### config.mk
export PLATFORM = sky130hd
export DESIGN_NAME = obstacle_spawn_scheduler_flat
export DESIGN_NICKNAME = d
export VERILOG_FILES = /design/src/rtl/obstacle_spawn_scheduler_if.sv /design/src/rtl/obstacle_spawn_scheduler.sv /design/src/flat_wrapper.sv
export SDC_FILE = /design/constraint.sdc
export NUM_CORES = 1
export LEC_CHECK = 0
export BUFFER_PORTS_ARGS = -buffer_cell sky130_fd_sc_hd__buf_2
export CELL_PAD_IN_SITES_DETAIL_PLACEMENT = 1
export CELL_PAD_IN_SITES_GLOBAL_PLACEMENT = 2
export CORE_ASPECT_RATIO = 0.7
export CORE_UTILIZATION = 25
export DETAILED_ROUTE_END_ITERATION = 10
export HOLD_SLACK_MARGIN = 0.02
export PLACE_DENSITY_LB_ADDON = 0.1
export SLEW_MARGIN = 20
export SYNTH_ARGS = -nofsm -noshare
export SYNTH_HDL_FRONTEND = slang
export SYNTH_SLANG_ARGS = --single-unit
### constraint.sdc
create_clock -name clk -period 8.1 [get_ports clk]
set_clock_uncertainty 0.1 [all_clocks]
set_input_delay 0.81 -clock clk [delete_from_list [all_inputs] [get_ports clk]]
set_output_delay 0.81 -clock clk [all_outputs]
set_load 0.01 [all_outputs]
### src/rtl/obstacle_spawn_scheduler_if.sv
// Control/status bundle between the game sequencer, the obstacle datapath and the
// spawn scheduler. The scheduler sits on the slave side.
interface obstacle_spawn_scheduler_if;
  logic        frame_tick;
  logic [1:0]  game_state;
  logic [2:0]  slot_busy;
  logic [2:0]  slot_release;
  logic [3:0]  obs_sel_1;
  logic [3:0]  obs_sel_2;
  logic [3:0]  obs_sel_3;
  logic [15:0] spawn_count;
  logic [1:0]  sched_state;

  modport master (
    output frame_tick,
    output game_state,
    output slot_busy,
    input  slot_release,
    input  obs_sel_1,
    input  obs_sel_2,
    input  obs_sel_3,
    input  spawn_count,
    input  sched_state
  );

  modport slave (
    input  frame_tick,
    input  game_state,
    input  slot_busy,
    output slot_release,
    output obs_sel_1,
    output obs_sel_2,
    output obs_sel_3,
    output spawn_count,
    output sched_state
  );
endinterface

### src/rtl/obstacle_spawn_scheduler.sv
// Frame-paced obstacle launcher: a free-running LFSR picks obstacle types and gap lengths,
// releasing one of three slots at a time. Parameters must keep MIN_GAP + 15*GAP_STEP <= 255.
module obstacle_spawn_scheduler #(
  parameter int unsigned MIN_GAP     = 40,
  parameter int unsigned GAP_STEP    = 4,
  parameter int unsigned FIRST_DELAY = 20,
  parameter logic [15:0] SEED        = 16'hACE1
) (
  input  logic                        clk,
  input  logic                        rst,
  obstacle_spawn_scheduler_if.slave   bus
);

  typedef enum logic [1:0] {
    ST_IDLE = 2'b00,
    ST_RUN  = 2'b01,
    ST_HALT = 2'b10
  } state_t;

  localparam logic [7:0] MIN_GAP_C     = 8'(MIN_GAP);
  localparam logic [7:0] GAP_STEP_C    = 8'(GAP_STEP);
  localparam logic [7:0] FIRST_DELAY_C = 8'(FIRST_DELAY);

  // Shift-right Fibonacci form: bits 0,2,3,5 are taps 16,14,13,11.
  function automatic logic [15:0] lfsr_step(input logic [15:0] v);
    logic fb;
    fb = v[0] ^ v[2] ^ v[3] ^ v[5];
    return {fb, v[15:1]};
  endfunction

  function automatic logic [3:0] mod6(input logic [3:0] v);
    logic [3:0] r;
    case (v)
      4'd0, 4'd6, 4'd12: r = 4'd0;
      4'd1, 4'd7, 4'd13: r = 4'd1;
      4'd2, 4'd8, 4'd14: r = 4'd2;
      4'd3, 4'd9, 4'd15: r = 4'd3;
      4'd4, 4'd10:       r = 4'd4;
      4'd5, 4'd11:       r = 4'd5;
      default:           r = 4'd0;
    endcase
    return r;
  endfunction

  function automatic logic [2:0] lowest_free(input logic [2:0] free);
    logic [2:0] r;
    if (free[0]) begin
      r = 3'b001;
    end else if (free[1]) begin
      r = 3'b010;
    end else if (free[2]) begin
      r = 3'b100;
    end else begin
      r = 3'b000;
    end
    return r;
  endfunction

  state_t      state_r;
  state_t      next_state_s;
  logic [15:0] lfsr_r;
  logic [7:0]  gap_cnt_r;
  logic [2:0]  pending_r;
  logic [2:0]  release_r;
  logic [3:0]  obs_sel_1_r;
  logic [3:0]  obs_sel_2_r;
  logic [3:0]  obs_sel_3_r;
  logic [15:0] spawn_count_r;

  logic [2:0]  free_s;
  logic [2:0]  pick_s;
  logic        tick_run_s;
  logic [7:0]  gap_next_s;
  logic [2:0]  pend_next_s;
  logic [2:0]  rel_next_s;
  logic [15:0] spawn_next_s;
  logic [3:0]  sel_val_s;

  // FSM state register
  always_ff @(posedge clk) begin
    if (rst) begin
      state_r <= ST_IDLE;
    end else begin
      state_r <= next_state_s;
    end
  end

  // FSM next-state decode from the game sequencer state
  always_comb begin
    next_state_s = state_r;
    case (state_r)
      ST_IDLE: begin
        if (bus.game_state == 2'b01) begin
          next_state_s = ST_RUN;
        end else begin
          next_state_s = ST_IDLE;
        end
      end
      ST_RUN: begin
        case (bus.game_state)
          2'b00:   next_state_s = ST_IDLE;
          2'b01:   next_state_s = ST_RUN;
          default: next_state_s = ST_HALT;
        endcase
      end
      ST_HALT: begin
        if (bus.game_state == 2'b00) begin
          next_state_s = ST_IDLE;
        end else begin
          next_state_s = ST_HALT;
        end
      end
      default: next_state_s = ST_IDLE;
    endcase
  end

  // FSM outputs: next values of gap counter, pending flags, release and spawn count
  always_comb begin
    free_s       = ~bus.slot_busy & ~pending_r;
    pick_s       = lowest_free(free_s);
    sel_val_s    = mod6(lfsr_r[3:0]);
    tick_run_s   = 1'b0;
    gap_next_s   = gap_cnt_r;
    pend_next_s  = pending_r;
    rel_next_s   = 3'b000;
    spawn_next_s = spawn_count_r;
    case (state_r)
      ST_IDLE: begin
        gap_next_s   = FIRST_DELAY_C;
        pend_next_s  = 3'b000;
        spawn_next_s = 16'd0;
      end
      ST_RUN: begin
        // A tick arriving on the same edge as leaving RUN is dropped.
        if (next_state_s == ST_RUN) begin
          tick_run_s = bus.frame_tick;
        end else begin
          tick_run_s = 1'b0;
        end
        pend_next_s = pending_r & ~bus.slot_busy;
        if (tick_run_s) begin
          if (gap_cnt_r != 8'd0) begin
            gap_next_s = gap_cnt_r - 8'd1;
          end else if (pick_s != 3'b000) begin
            rel_next_s  = pick_s;
            pend_next_s = (pending_r & ~bus.slot_busy) | pick_s;
            gap_next_s  = MIN_GAP_C + ({4'd0, lfsr_r[7:4]} * GAP_STEP_C);
            if (spawn_count_r == 16'hFFFF) begin
              spawn_next_s = spawn_count_r;
            end else begin
              spawn_next_s = spawn_count_r + 16'd1;
            end
          end else begin
            gap_next_s = 8'd0;
          end
        end else begin
          gap_next_s = gap_cnt_r;
        end
      end
      ST_HALT: begin
        gap_next_s   = gap_cnt_r;
        pend_next_s  = pending_r;
        spawn_next_s = spawn_count_r;
      end
      default: begin
        gap_next_s   = FIRST_DELAY_C;
        pend_next_s  = 3'b000;
        spawn_next_s = 16'd0;
      end
    endcase
  end

  // Free-running LFSR, advancing in every state
  always_ff @(posedge clk) begin
    if (rst) begin
      lfsr_r <= SEED;
    end else begin
      lfsr_r <= lfsr_step(lfsr_r);
    end
  end

  // Scheduler datapath registers
  always_ff @(posedge clk) begin
    if (rst) begin
      gap_cnt_r     <= FIRST_DELAY_C;
      pending_r     <= 3'b000;
      release_r     <= 3'b000;
      spawn_count_r <= 16'd0;
      obs_sel_1_r   <= 4'd0;
      obs_sel_2_r   <= 4'd0;
      obs_sel_3_r   <= 4'd0;
    end else begin
      gap_cnt_r     <= gap_next_s;
      pending_r     <= pend_next_s;
      release_r     <= rel_next_s;
      spawn_count_r <= spawn_next_s;
      obs_sel_1_r   <= rel_next_s[0] ? sel_val_s : obs_sel_1_r;
      obs_sel_2_r   <= rel_next_s[1] ? sel_val_s : obs_sel_2_r;
      obs_sel_3_r   <= rel_next_s[2] ? sel_val_s : obs_sel_3_r;
    end
  end

  assign bus.slot_release = release_r;
  assign bus.obs_sel_1    = obs_sel_1_r;
  assign bus.obs_sel_2    = obs_sel_2_r;
  assign bus.obs_sel_3    = obs_sel_3_r;
  assign bus.spawn_count  = spawn_count_r;
  assign bus.sched_state  = state_r;

endmodule

### src/flat_wrapper.sv
// flat-port wrapper written by rule: the top's interface ports become plain ports
module obstacle_spawn_scheduler_flat 
#(
  parameter int unsigned MIN_GAP     = 40,
  parameter int unsigned GAP_STEP    = 4,
  parameter int unsigned FIRST_DELAY = 20,
  parameter logic [15:0] SEED        = 16'hACE1
)
  (clk, rst, bus_frame_tick, bus_game_state, bus_slot_busy, bus_slot_release, bus_obs_sel_1, bus_obs_sel_2, bus_obs_sel_3, bus_spawn_count, bus_sched_state);
  obstacle_spawn_scheduler_if bus_i ();
  input  logic clk;
  input  logic rst;
  input wire logic [$bits(bus_i.frame_tick)-1:0] bus_frame_tick;
  input wire logic [$bits(bus_i.game_state)-1:0] bus_game_state;
  input wire logic [$bits(bus_i.slot_busy)-1:0] bus_slot_busy;
  output wire logic [$bits(bus_i.slot_release)-1:0] bus_slot_release;
  output wire logic [$bits(bus_i.obs_sel_1)-1:0] bus_obs_sel_1;
  output wire logic [$bits(bus_i.obs_sel_2)-1:0] bus_obs_sel_2;
  output wire logic [$bits(bus_i.obs_sel_3)-1:0] bus_obs_sel_3;
  output wire logic [$bits(bus_i.spawn_count)-1:0] bus_spawn_count;
  output wire logic [$bits(bus_i.sched_state)-1:0] bus_sched_state;
  assign bus_i.frame_tick = bus_frame_tick;
  assign bus_i.game_state = bus_game_state;
  assign bus_i.slot_busy = bus_slot_busy;
  assign bus_slot_release = bus_i.slot_release;
  assign bus_obs_sel_1 = bus_i.obs_sel_1;
  assign bus_obs_sel_2 = bus_i.obs_sel_2;
  assign bus_obs_sel_3 = bus_i.obs_sel_3;
  assign bus_spawn_count = bus_i.spawn_count;
  assign bus_sched_state = bus_i.sched_state;
  obstacle_spawn_scheduler #(.MIN_GAP(MIN_GAP), .GAP_STEP(GAP_STEP), .FIRST_DELAY(FIRST_DELAY), .SEED(SEED)) u_core (.clk(clk), .rst(rst), .bus(bus_i));
endmodule
## After elaboration in Yosys (flattened, before gate mapping)

Memories as Yosys holds them, arrays and structs flattened. A register that Yosys moved wholly into a read port is not among the register bits.
Index checks and enable logic that the tools add are counted.
W data, S select, Z words.

- Bits in registers: 60
- Bits of input ports: 8
- Memories kept: 1
- ROM bits: 48

Memories:

| memory | depth | bits a word | read ports | clocked after Yosys merged registers in | wr ports | RTL line | RTL |
|---|---|---|---|---|---|---|---|
| (name not given) | 16 | 3 | 1 | 1 | 0 | obstacle_spawn_scheduler.sv:33 | `case (v)` |

- Mux-type cells: 27
- Equality and inequality tests: 9
- Bitwise logic cells: 9
- Reductions and logical operators: 6
- $add $sub $neg: 3

Operators with widths:

| operator | count |
|---|---|
| $mux W16 | 4 |
| $pmux W16 S2 | 1 |
| $mux W3 | 10 |
| $mux W8 | 3 |
| $add A16 B1 Y16 const B | 1 |
| $eq A16 B16 Y1 const B | 1 |
| $pmux W8 S2 | 1 |
| $reduce_bool A8 Y1 | 1 |
| $sub A8 B1 Y8 const B | 1 |
| $add A6 B6 Y7 const A | 1 |
| $and A3 B3 Y3 | 2 |
| $eq A2 B1 Y1 const B | 3 |
| $not A3 Y3 | 2 |
| $pmux W2 S3 | 1 |
| $pmux W3 S2 | 1 |
| $reduce_and A5 Y1 | 1 |
| $logic_not A2 Y1 | 2 |
| $mux W4 | 1 |
| $ne A2 B1 Y1 const B | 2 |
| $ne A2 B2 Y1 const B | 2 |
| $pmux W2 S2 | 1 |
| $mux W1 | 3 |
| $or A3 B3 Y3 | 1 |
| $reduce_bool A3 Y1 | 1 |
| 5 further kinds | 7 |

## Logic depth before layout (Yosys ltp)

Gate-level depths: netlist (run 1).

- Word-level depth: 10
- Mapped depth: 9

## Least setup slack after synthesis (run 1)

OpenSTA, ideal clock, no wires.

- Path type: register to register
- From: reg u_core.gap_cnt_r[0]
- To: reg u_core.spawn_count_r[4] (netlist: u_core.bus.spawn_count[4])
- Buffers on the path: 2
- Arrival time: 2.423 ns
- Cell stages (with the launch flop): 10
- Path slack: 5.507 ns
- Cell sequence: dfxtp_1 -> inv_1 -> ha_1 -> or4b_4 -> or3_1 -> buf_6 -> or2_0 -> buf_2 -> or4_1 -> a21oi_1

- Longest elaborated chain between the ends: 3

RTL lines:

| what | RTL line | RTL |
|---|---|---|
| from (decl) | obstacle_spawn_scheduler.sv:62 | `logic [7:0] gap_cnt_r;` |
| from (signal assigned) | obstacle_spawn_scheduler.sv:193 | `gap_cnt_r <= gap_next_s;` |
| $reduce_bool A8 Y1 | obstacle_spawn_scheduler.sv:142 | `if (gap_cnt_r != 8'd0) begin` |
| $ne A2 B2 Y1 (no line) | -- |  |
| $reduce_and A5 Y1 (no line) | -- |  |
| to (signal assigned) | obstacle_spawn_scheduler.sv:196 | `spawn_count_r <= spawn_next_s;` |
| to (decl) | obstacle_spawn_scheduler.sv:68 | `logic [15:0] spawn_count_r;` |

No other way between the ends.
A chain may end at the register's enable or synchronous reset.

## Worst setup path after layout (run 1)

- From: reg u_core.gap_cnt_r[0]
- To: reg u_core.obs_sel_2_r[1] (netlist: u_core.bus.obs_sel_2[1])

- Longest elaborated chain between the ends: 4

RTL lines:

| what | RTL line | RTL |
|---|---|---|
| $reduce_bool A8 Y1 | obstacle_spawn_scheduler.sv:142 |  |
| $mux W3 | obstacle_spawn_scheduler.sv:142 |  |
| $mux W3 | obstacle_spawn_scheduler.sv:141 | `if (tick_run_s) begin` |
| $mux W3 | obstacle_spawn_scheduler.sv:127 | `case (state_r)` |
| to (signal assigned) | obstacle_spawn_scheduler.sv:198 | `obs_sel_2_r <= rel_next_s[1] ? sel_val_s : obs_sel_2_r;` |
| to (decl) | obstacle_spawn_scheduler.sv:66 | `logic [3:0] obs_sel_2_r;` |

No other way between the ends.

==> metrics.txt, run 1 <==
# placed instances=approximately 450; Worst Tran Pin Value=between 0.9 and 1 ns; synth unique cells=48; most frequent cells in the layout=dfxtp_1, buf_2, nor2_1, nand2_1, a21oi_1; post-synthesis sequential area ratio=0.447; crit-path cells=inv_1 -> ha_1 -> or4b_4 -> or3_1 -> nor4_1 -> mux2i_1 -> nor2_1; Power Density=approximately 220 mW/mm²; Die Span Y=~88 µm; detailed-route via count=approximately 2300; failing checks=DRC; DRT Wirelength=between 7000 and 8000 µm; crit-path leading delay family=simple AND/OR/NAND/NOR gates; Finish-stage setup viols=0; leak pwr=1.22 nW; Max Clk Rate=336 MHz; DR iter-0 viols=93; max-cap check violation count=0; die area=~0.011 mm²; Final Hold Fails=0; per-cell routed wire length=between 15 and 20 µm; global-route wire length before repair=approximately 12000 µm; most common cell after layout, fill and taps aside=dfxtp_1; layout cell share with drive strength beyond 1=0.193; Die Span X=~120 µm; Non-Filler Instances=470; CP max-delay cell=nor4_1; CTS tree=built; number of enable-type register cells in the synthesized netlist=0; area of the multi-input gates=0.00138 mm²; CP Data Arrival Time=between 3 and 4 ns; hold_buf cts=0; CTS sink count=approximately 60; core area=around 0.010 mm²; Routed Antenna Nets=0; clock slew at reported path FFs=roughly 0.05 ns; DP HPWL=around 5400 µm; Setup crit end kind=flip-flop; root buffer cell=clkbuf_16; Post-Synthesis Cells=300; YS warnings=0; Area Growth Syn to Fin=22.9%; Post-CTS Setup Inserts=0; WP buf/inv=1; RSZ-0062 raised after global routing=no; GRT Util Overall=0.146; Slew Limit Fails=0; final worst path period share=0.368; total CTS buffers=9; startpoint types=flip-flop; FF+latch area=around 0.0012 mm²; Gate power share=0.040; status=finished, violations left; Avg Cell Area, Syn=8.80 µm²; clock power share=0.539; largest net degree at the start of global routing=46; Pint=between 0.5 and 0.6 mW; Fillers=around 1200; min Tclk post-route=slightly below 3 ns; WP data required=between 8 and 9 ns; worst vdd ir=between 0.00008 and 0.00009 V; Clk Latency, worst-skew pair=around 0.33 ns; Via density=slightly below 5; critical path's largest stage delay=slightly below 0.9 ns; nets@finish=350; Starting Density=0.265; critical path type=flip-flop to flip-flop; # IOs=41; Seq pwr share=0.421; Post-synth ARST share=0; vias in the first global route=between 2000 and 2500; switching share of total power=0.224; synthesized area=roughly 0.0026 mm²; dominant synthesized flop cell=dfxtp_1; GPL Wtd Cong=0.745; worst min path class=flip-flop to flip-flop; DRC=2; max_slew headroom=0.345; Psw=around 0.16 mW; CTS resizes=0; ant diodes=0; Setup TNS=0 ns; synthesized flop and latch total=59; # H-tree levels=3; initial antenna violation count=0; Worst Path Max Fanout=8; grt ovf=0; # rows=30; input/output buffers=37; clock buffer depth=2; drt first pass iters=7
stage by stage:
step                total power, mW  utilization  hold WS [ns]  area, µm²  worst slack, ns
detailed placement            0.337        0.293         0.295       2930             5.08
floorplan                     0.328            -         0.289       2650             5.51
finish                        0.717        0.325         0.306       3250             5.12
CTS                           0.732        0.324         0.307       3230             5.08
global route                  0.750        0.325         0.317       3250             4.90
global placement              0.337        0.293         0.291       2930             5.08
registers in the layout, indices dropped and copies added (netlist names):
signal,flops
u_core.sel_val_s,2
u_core.bus.obs_sel_1,3
u_core.lfsr_r,16
u_core.bus.obs_sel_3,3
u_core.gap_cnt_r,8
u_core.pending_r,3
u_core.bus.slot_release,3
u_core.bus.spawn_count,16
u_core.bus.obs_sel_2,3
u_core.bus.sched_state,2
metal layers:
metal | part of all wire | wire length, µm | global-route usage
met4 | 0.0083 | 62 | 0.0565
met5 | 0 | 0 | 0
met1 | 0.56 | 4180 | 0.214
met3 | 0.053 | 396 | 0.0507
met2 | 0.38 | 2790 | 0.191
layout make-up:
type                            instances  area share
Clock buffer                           11      0.0748
Clock inverter                          5      0.0193
Inverter                                8     0.00925
Multi-Input combinational cell        221       0.424
Sequential cell                        59       0.364
Tap cell                              128      0.0493
Timing Repair Buffer                   38      0.0593
power by group through the flow:
stage | registers (mW) | clock network (mW) | logic [mW]
after CTS | 0.302 | 0.401 | 0.0295
final | 0.302 | 0.386 | 0.0288
after detailed placement | 0.308 | 0 | 0.0292
after global placement | 0.308 | 0 | 0.0293
after global routing | 0.302 | 0.415 | 0.0323
after floorplan | 0.307 | 0 | 0.0212
worst register-to-register path, delay by kind of cell, from the launching register on:
kind / cells / cell delay (ns)
adders and majority gates: 1 / 0.20
buffers and inverters: 1 / 0.07
DFF: 1 / 0.34
muxes: 1 / 0.27
and+or+nand+nor: 4 / 1.89
synth_stat cells (2+ instances only):
cell / count / area (µm²)
dfxtp_1: 59 / 1180
nor2_1: 36 / 135
nand2_1: 22 / 82.6
a21oi_1: 19 / 95.1
nor4_1: 14 / 87.6
mux2i_1: 11 / 110
xnor2_1: 10 / 87.6
clkbuf_1: 9 / 33.8
nor2b_1: 9 / 56.3
o21ai_0: 9 / 45.0
inv_1: 8 / 30.0
nand2b_1: 7 / 43.8
nor3_1: 7 / 35.0
or2_2: 7 / 43.8
or4_1: 7 / 52.6
nand3_1: 6 / 30.0
o31ai_1: 6 / 45.0
ha_1: 5 / 62.6
or3_1: 5 / 31.3
nand4_1: 4 / 25.0
buf_4: 3 / 22.5
xor2_1: 3 / 26.3
and2_1: 2 / 12.5
and3_1: 2 / 12.5
and3b_1: 2 / 17.5
mux2_2: 2 / 22.5
nor3b_1: 2 / 15.0
nor4b_1: 2 / 17.5
o211ai_1: 2 / 15.0
o21a_1: 2 / 15.0
final timing paths:
path	endpoint	startpoint	cells after the start	slack, ns
min	u_core.lfsr_r[10]$_SDFF_PP1_	u_core.lfsr_r[11]$_SDFF_PP1_	1	0.31
min reg2reg	u_core.lfsr_r[10]$_SDFF_PP1_	u_core.lfsr_r[11]$_SDFF_PP1_	1	0.31
max reg2reg	u_core.bus.obs_sel_2[1]$_SDFFE_PP0P_	u_core.gap_cnt_r[0]$_SDFFE_PP0P_	7	5.12
max	u_core.bus.obs_sel_2[1]$_SDFFE_PP0P_	u_core.gap_cnt_r[0]$_SDFFE_PP0P_	7	5.12
kinds of logic after synthesis:
family | synth area share
multiplexers | 0.0502
buffers and inverters | 0.0388
flip-flops | 0.447
AO/OA/AOI/OAI | 0.109
XOR/XNOR | 0.0431
other | 0.00142
adder cells (fa/ha/maj) | 0.0237
AND/OR/NAND/NOR | 0.286
Note: power is estimated with default switching activity, not from simulation.
==> run 2, diff against run 1 <==
- clock period: 8.1 -> 2.5 ns (I/O delays scaled with it)
==> run 2 against run 1 <==
Effect of this change:
- the flow still finishes with violations (DRC)
- first-iteration DRC count grew 16%
- power grew to 3.1 times the previous value
- sequential power grew to 3.2 times the previous value
- sequential cell count is the same
- critical path type unchanged
- largest power group unchanged
- highest routed layer unchanged
==> metrics.txt, run 2 (synthesized netlist as in run 1, its figures left out) <==
total CTS buffers=9 (unchanged); grt ovf=0 (unchanged); clock buffer depth=2 (unchanged); Die Span X=125 µm (unchanged); worst min path class=input port to flip-flop; hold_buf cts=0 (unchanged); Area Growth Syn to Fin=30.2%; # H-tree levels=3 (unchanged); Max Clk Rate=403 MHz (+20%); Die Span Y=88.0 µm (unchanged); root buffer cell=clkbuf_16; die area=0.0110 mm² (unchanged); CTS tree=built; detailed-route via count=2339 (+2.3%); Reg2Reg Setup Slack=0.02 ns (-5.10 ns); fin util=0.344 (+0.0193); min Tclk post-route=2.48 ns (-0.502 ns); DP HPWL=5720 µm (+5.1%); Via density=4.73 (-2.7%); vias in the first global route=2359 (+9.4%); core area=0.00998 mm² (unchanged); GPL Wtd Cong=0.741 (-0.51%); Final Hold Fails=0 (unchanged); reg2reg start=u_core.gap_cnt_r[1]$_SDFFE_PP0P_; length in cells of the worst reg-to-reg path=7 (unchanged); WP buf/inv=1 (unchanged); r2r endpoint=u_core.bus.spawn_count[15]$_SDFFE_PP0P_; # rows=30 (unchanged); initial antenna violation count=0 (unchanged); most common cell after layout, fill and taps aside=dfxtp_1; Starting Density=0.265 (unchanged); max_slew headroom=0.601 (+0.256); # IOs=41 (unchanged); CTS sink count=59 (unchanged); clock slew at reported path FFs=0.05 ns (about the same); Slew Limit Fails=0 (unchanged); Clk Latency, worst-skew pair=0.33 ns (about the same); Setup TNS=0 ns (unchanged); DRT Wirelength=7820 µm (+5.3%); global-route wire length before repair=12800 µm (+6.5%); nets@finish=374 (+6.9%); status=finished, violations left; layout cell share with drive strength beyond 1=0.268 (+0.0748); leak pwr=1.34 nW (+10%); failing checks=DRC; crit-path cells=inv_2 -> ha_4 -> or4b_4 -> or3_4 -> or3_4 -> or4_1 -> a21oi_1; startpoint types=flip-flop; largest net degree at the start of global routing=29 (-37%); RSZ-0062 raised after global routing=yes; GRT Util Overall=0.155 (+0.00873); Routed Antenna Nets=0 (unchanged); Worst Path Max Fanout=4 (-4); per-cell routed wire length=15.8 µm (+0.15%); most frequent CP cell=or3_4; DRC=4 (+2); drt first pass iters=7 (unchanged); WP data required=2.66 ns (-5.54 ns); crit-path leading delay family=simple AND/OR/NAND/NOR gates; Finish-stage setup viols=0 (unchanged); DR iter-0 viols=108 (+16%); critical path's largest stage delay=0.48 ns (-0.40 ns); CP Data Arrival Time=2.64 ns (-0.44 ns); ant diodes=0 (unchanged); max-cap check violation count=0 (unchanged); critical path type=flip-flop to flip-flop; most frequent cells in the layout=dfxtp_1, buf_2, nor2_1, buf_4, nand2_1; input/output buffers=37 (unchanged); Worst Tran Pin Value=0.593 ns (-0.381 ns); Power Density=648 mW/mm² (+190%); Setup crit end kind=flip-flop; CP max-delay cell=or4b_4; Hold Path Stages=2 (+1); hold worst-path end=u_core.bus.sched_state[0]$_SDFF_PP0_; worst vdd ir=0.000353 V (+310%); Fillers=1205 (+0.75%); final worst path period share=0.992 (+0.624); Worst Hold Launch=bus_game_state[1]
## run 2: changes by cell type in the layout (fill, tap and decap cells not counted), moves of 2 or more
cell / previous run / this run
buf_4: 1 / 25
nor4_2: 2 / 0
inv_1: 8 / 6
inv_6: 0 / 2
clkinv_2: 0 / 2
inv_2: 0 / 2
dfxtp_2: 0 / 2
dfxtp_1: 59 / 57
nor4_4: 0 / 2
## run 2: area by class of cell
| class | count | area, µm² | share of cell area |
|---|---|---|---|
| clock inverters | 7 | 52.6 | 0.0153 |
| well taps | 128 | 160 | 0.0466 |
| inverters | 8 | 30.0 | 0.00873 |
| repair buffers | 62 | 373 | 0.108 |
| clock buffers | 9 | 225 | 0.0655 |
| multi-input cells | 221 | 1420 | 0.411 |
| flip-flops and latches | 59 | 1180 | 0.344 |
## run 2: worst max-delay path by stage
stage	start	to	slack (ns)	cells after the start
floorplan	u_core.gap_cnt_r[0]$_SDFFE_PP0P_	u_core.bus.spawn_count[4]$_SDFFE_PP0P_	-0.05	9
global placement	u_core.gap_cnt_r[0]$_SDFFE_PP0P_	u_core.bus.spawn_count[4]$_SDFFE_PP0P_	-0.08	7
detailed placement	u_core.gap_cnt_r[0]$_SDFFE_PP0P_	u_core.bus.spawn_count[4]$_SDFFE_PP0P_	-0.17	7
CTS	u_core.gap_cnt_r[1]$_SDFFE_PP0P_	u_core.bus.spawn_count[15]$_SDFFE_PP0P_	0.003	7
global route	u_core.gap_cnt_r[1]$_SDFFE_PP0P_	u_core.bus.spawn_count[15]$_SDFFE_PP0P_	-0.05	7
finish	u_core.gap_cnt_r[1]$_SDFFE_PP0P_	u_core.bus.spawn_count[15]$_SDFFE_PP0P_	0.02	7
## run 2: stage by stage
step	hold slack, ns	cells	area [µm²]	total power, mW	setup slack (ns)
after floorplan	0.229	302	2660	1.06	-0.0490
after global placement	0.291	477	3120	1.10	-0.0795
after detailed placement	0.295	477	3120	1.10	-0.169
after CTS	0.0262	493	3420	2.26	0.00296
after global routing	0.0365	494	3440	2.33	-0.0466
final	0.0409	494	3440	2.23	0.0211
## run 2: worst register-to-register path, stage by stage (launching register included)
cell     delay (ns)
dfxtp_2        0.32
inv_2          0.06
ha_4           0.14
or4b_4         0.48
or3_4          0.38
or3_4          0.40
or4_1          0.40
a21oi_1        0.14
## run 2: timing repair
item,in CTS,in global routing
pin swaps,2,0
setup buffers,0,1
endpoints found under the setup margin,11,9
endpoints found under the hold margin,0,0
resized for setup,5,3
## run 2: per-layer routing
layer  vias to the layer above  track usage  wire length [µm]
met2                        42        0.198              2840
met4                         0       0.0499                82
met1                      1111        0.234              4540
li1                       1181            -                 -
met3                         5       0.0519               356
met5                         -            0                 0
## run 2: power by group
group          switching [mW]  internal (mW)  total [mW]
combinational          0.0623         0.0432       0.105
clock                   0.473          0.676        1.15
sequential             0.0134          0.963       0.976
total                   0.549           1.68        2.23
==> run 3, diff against run 2 <==
- REMOVE_ABC_BUFFERS: unset -> 1
==> run 3 against run 2 <==
Effect of this change:
- the run still ends with DRC left
- combinational power about the same
- worst setup slack improved by 0.026 ns
- wire length decreased by 2.2%
- critical path type unchanged
- largest cell class unchanged
- largest power group unchanged
==> metrics.txt, run 3 (synthesized netlist as in run 1, its figures left out) <==
grt ovf=0 (unchanged); Area Growth Syn to Fin=31.3%; worst min path class=input port to flip-flop; RSZ-0062 raised after global routing=yes; switching share of total power=0.249 (+0.00258); core area=0.00998 mm² (unchanged); Psw=0.559 mW (+1.9%); Seq pwr share=0.434 (-0.004); CTS sink count=59 (unchanged); max_slew headroom=0.646 (+0.0455); Die Span X=125 µm (unchanged); Gate power share=0.046 (about the same); Worst Tran Pin Value=0.530 ns (-0.0628 ns); critical path's largest stage delay=0.46 ns (-0.02 ns); critical path type=flip-flop to flip-flop; total CTS buffers=9 (unchanged); DR iter-0 viols=125 (+16%); DP HPWL=5740 µm (+0.24%); # IOs=41 (unchanged); Via density=4.78 (+0.91%); min Tclk post-route=2.45 ns (-0.0263 ns); nets@finish=375 (+0.27%); crit-path leading delay family=simple AND/OR/NAND/NOR gates; most frequent CP cell=or3_4; Worst Path Max Fanout=4 (unchanged); clock power share=0.520 (+0.005); CP max-delay cell=or4b_4; leak pwr=1.35 nW (+0.67%); Routed Antenna Nets=0 (unchanged); Max Clk Rate=408 MHz (+1.1%); Die Span Y=88.0 µm (unchanged); Reg2Reg Setup Slack=0.05 ns (+0.03 ns); WP buf/inv=1 (unchanged); ant diodes=0 (unchanged); Slew Limit Fails=0 (unchanged); CTS tree=built; setup ws final=0.0474 ns (+0.0263 ns); CP Data Arrival Time=2.61 ns (-0.03 ns); vias in the first global route=2335 (-1.0%); Starting Density=0.265 (unchanged); root buffer cell=clkbuf_16; status=finished, violations left; Hold WS=0.0357 ns (-0.00519 ns); # H-tree levels=3 (unchanged); Power Density=648 mW/mm² (about the same); crit-path cells=inv_2 -> ha_4 -> or4b_4 -> or3_4 -> or3_4 -> or4_1 -> a21oi_1; worst vdd ir=0.000295 V (-16%); most frequent cells in the layout=dfxtp_1, buf_2, nor2_1, buf_4, nand2_1; Finish-stage setup viols=0 (unchanged); die area=0.0110 mm² (unchanged); global-route wire length before repair=12700 µm (-0.33%); startpoint types=flip-flop; Clk Latency, worst-skew pair=0.33 ns (about the same); clock buffer depth=2 (unchanged); max-cap check violation count=0 (unchanged); GPL Wtd Cong=0.729 (-1.7%); Final Hold Fails=0 (unchanged); DRC=4 (unchanged); detailed-route via count=2365 (+1.1%); final worst path period share=0.981 (-0.0105); DRT Wirelength=7650 µm (-2.2%); initial antenna violation count=0 (unchanged); Pint=1.69 mW (+0.45%); GRT Util Overall=0.153 (-0.00153); layout cell share with drive strength beyond 1=0.281 (+0.0129); most common cell after layout, fill and taps aside=dfxtp_1; Setup crit end kind=flip-flop; input/output buffers=37 (unchanged); clock slew at reported path FFs=0.06 ns (about the same); drt first pass iters=7 (unchanged); largest net degree at the start of global routing=24 (-17%); hold_buf cts=0 (unchanged); dpl ws=-0.125 ns (+0.0445 ns); per-cell routed wire length=15.4 µm (-2.4%); failing checks=DRC; WP data required=2.66 ns (about the same); # rows=30 (unchanged)
run 3: changes by cell type in the layout (fill, tap and decap cells not counted), sizes merged:
cell	before	now
buf	62	63
clkinv	4	2
inv	10	12
run 3: power by group through the flow:
stage | sequential [mW] | combinational (mW) | clock (mW)
2_1_floorplan | 0.993 | 0.0560 | 0
6_report | 0.975 | 0.104 | 1.17
5_1_grt | 0.977 | 0.119 | 1.25
3_5_place_dp | 0.996 | 0.104 | 0
3_3_place_gp | 0.996 | 0.103 | 0
4_1_cts | 0.975 | 0.105 | 1.22
run 3: metal layers:
metal | up-vias | GRT usage | wire length [µm]
li1 | 1186 | - | -
met1 | 1123 | 0.224 | 4180
met2 | 47 | 0.203 | 2910
met3 | 9 | 0.0556 | 463
met4 | 0 | 0.0499 | 92
met5 | - | 0 | 0
run 3: worst paths after layout:
| check | from | to | cells past startpoint |
|---|---|---|---|
| max | u_core.gap_cnt_r[1]$_SDFFE_PP0P_ | u_core.bus.spawn_count[15]$_SDFFE_PP0P_ | 7 |
| min | bus_game_state[1] | u_core.bus.sched_state[0]$_SDFF_PP0_ | 2 |
| max reg2reg | u_core.gap_cnt_r[1]$_SDFFE_PP0P_ | u_core.bus.spawn_count[15]$_SDFFE_PP0P_ | 7 |
| min reg2reg | u_core.lfsr_r[11]$_SDFF_PP1_ | u_core.lfsr_r[10]$_SDFF_PP1_ | 1 |
run 3: worst reg2reg max path, stage by stage, from the launching register on:
cell and delay [ns]:
dfxtp_2 0.32, inv_2 0.06, ha_4 0.13, or4b_4 0.47, or3_4 0.37, or3_4 0.39
or4_1 0.40, a21oi_1 0.13
run 3: metrics by stage:
step                 util  setup TNS, ns  instance area [µm²]  std cells  power (mW)
floorplan               -         -0.241                 2580        288        1.05
global placement    0.311         -0.360                 3100        477        1.10
detailed placement  0.311         -0.717                 3100        477        1.10
CTS                 0.343        -0.0137                 3420        494        2.30
global route        0.347       -0.00938                 3470        495        2.35
finish              0.347              0                 3470        495        2.25
run 3: timing repair:
item | CTS | global route
gates resized for setup | 10 | 8
setup endpoints to repair | 13 | 11
gates cloned | 0 | 0
pin swaps | 4 | 6
setup buffers | 1 | 1
run 3: final cells by class:
| class | instances | area [µm²] |
|---|---|---|
| Inverter | 8 | 30.0 |
| Multi-Input combinational cell | 221 | 1430 |
| Clock buffer | 9 | 225 |
| Clock inverter | 7 | 56.3 |
| Sequential cell | 59 | 1180 |
| Tap cell | 128 | 160 |
| Timing Repair Buffer | 63 | 384 |
| Fill cell | 1181 | 6520 |
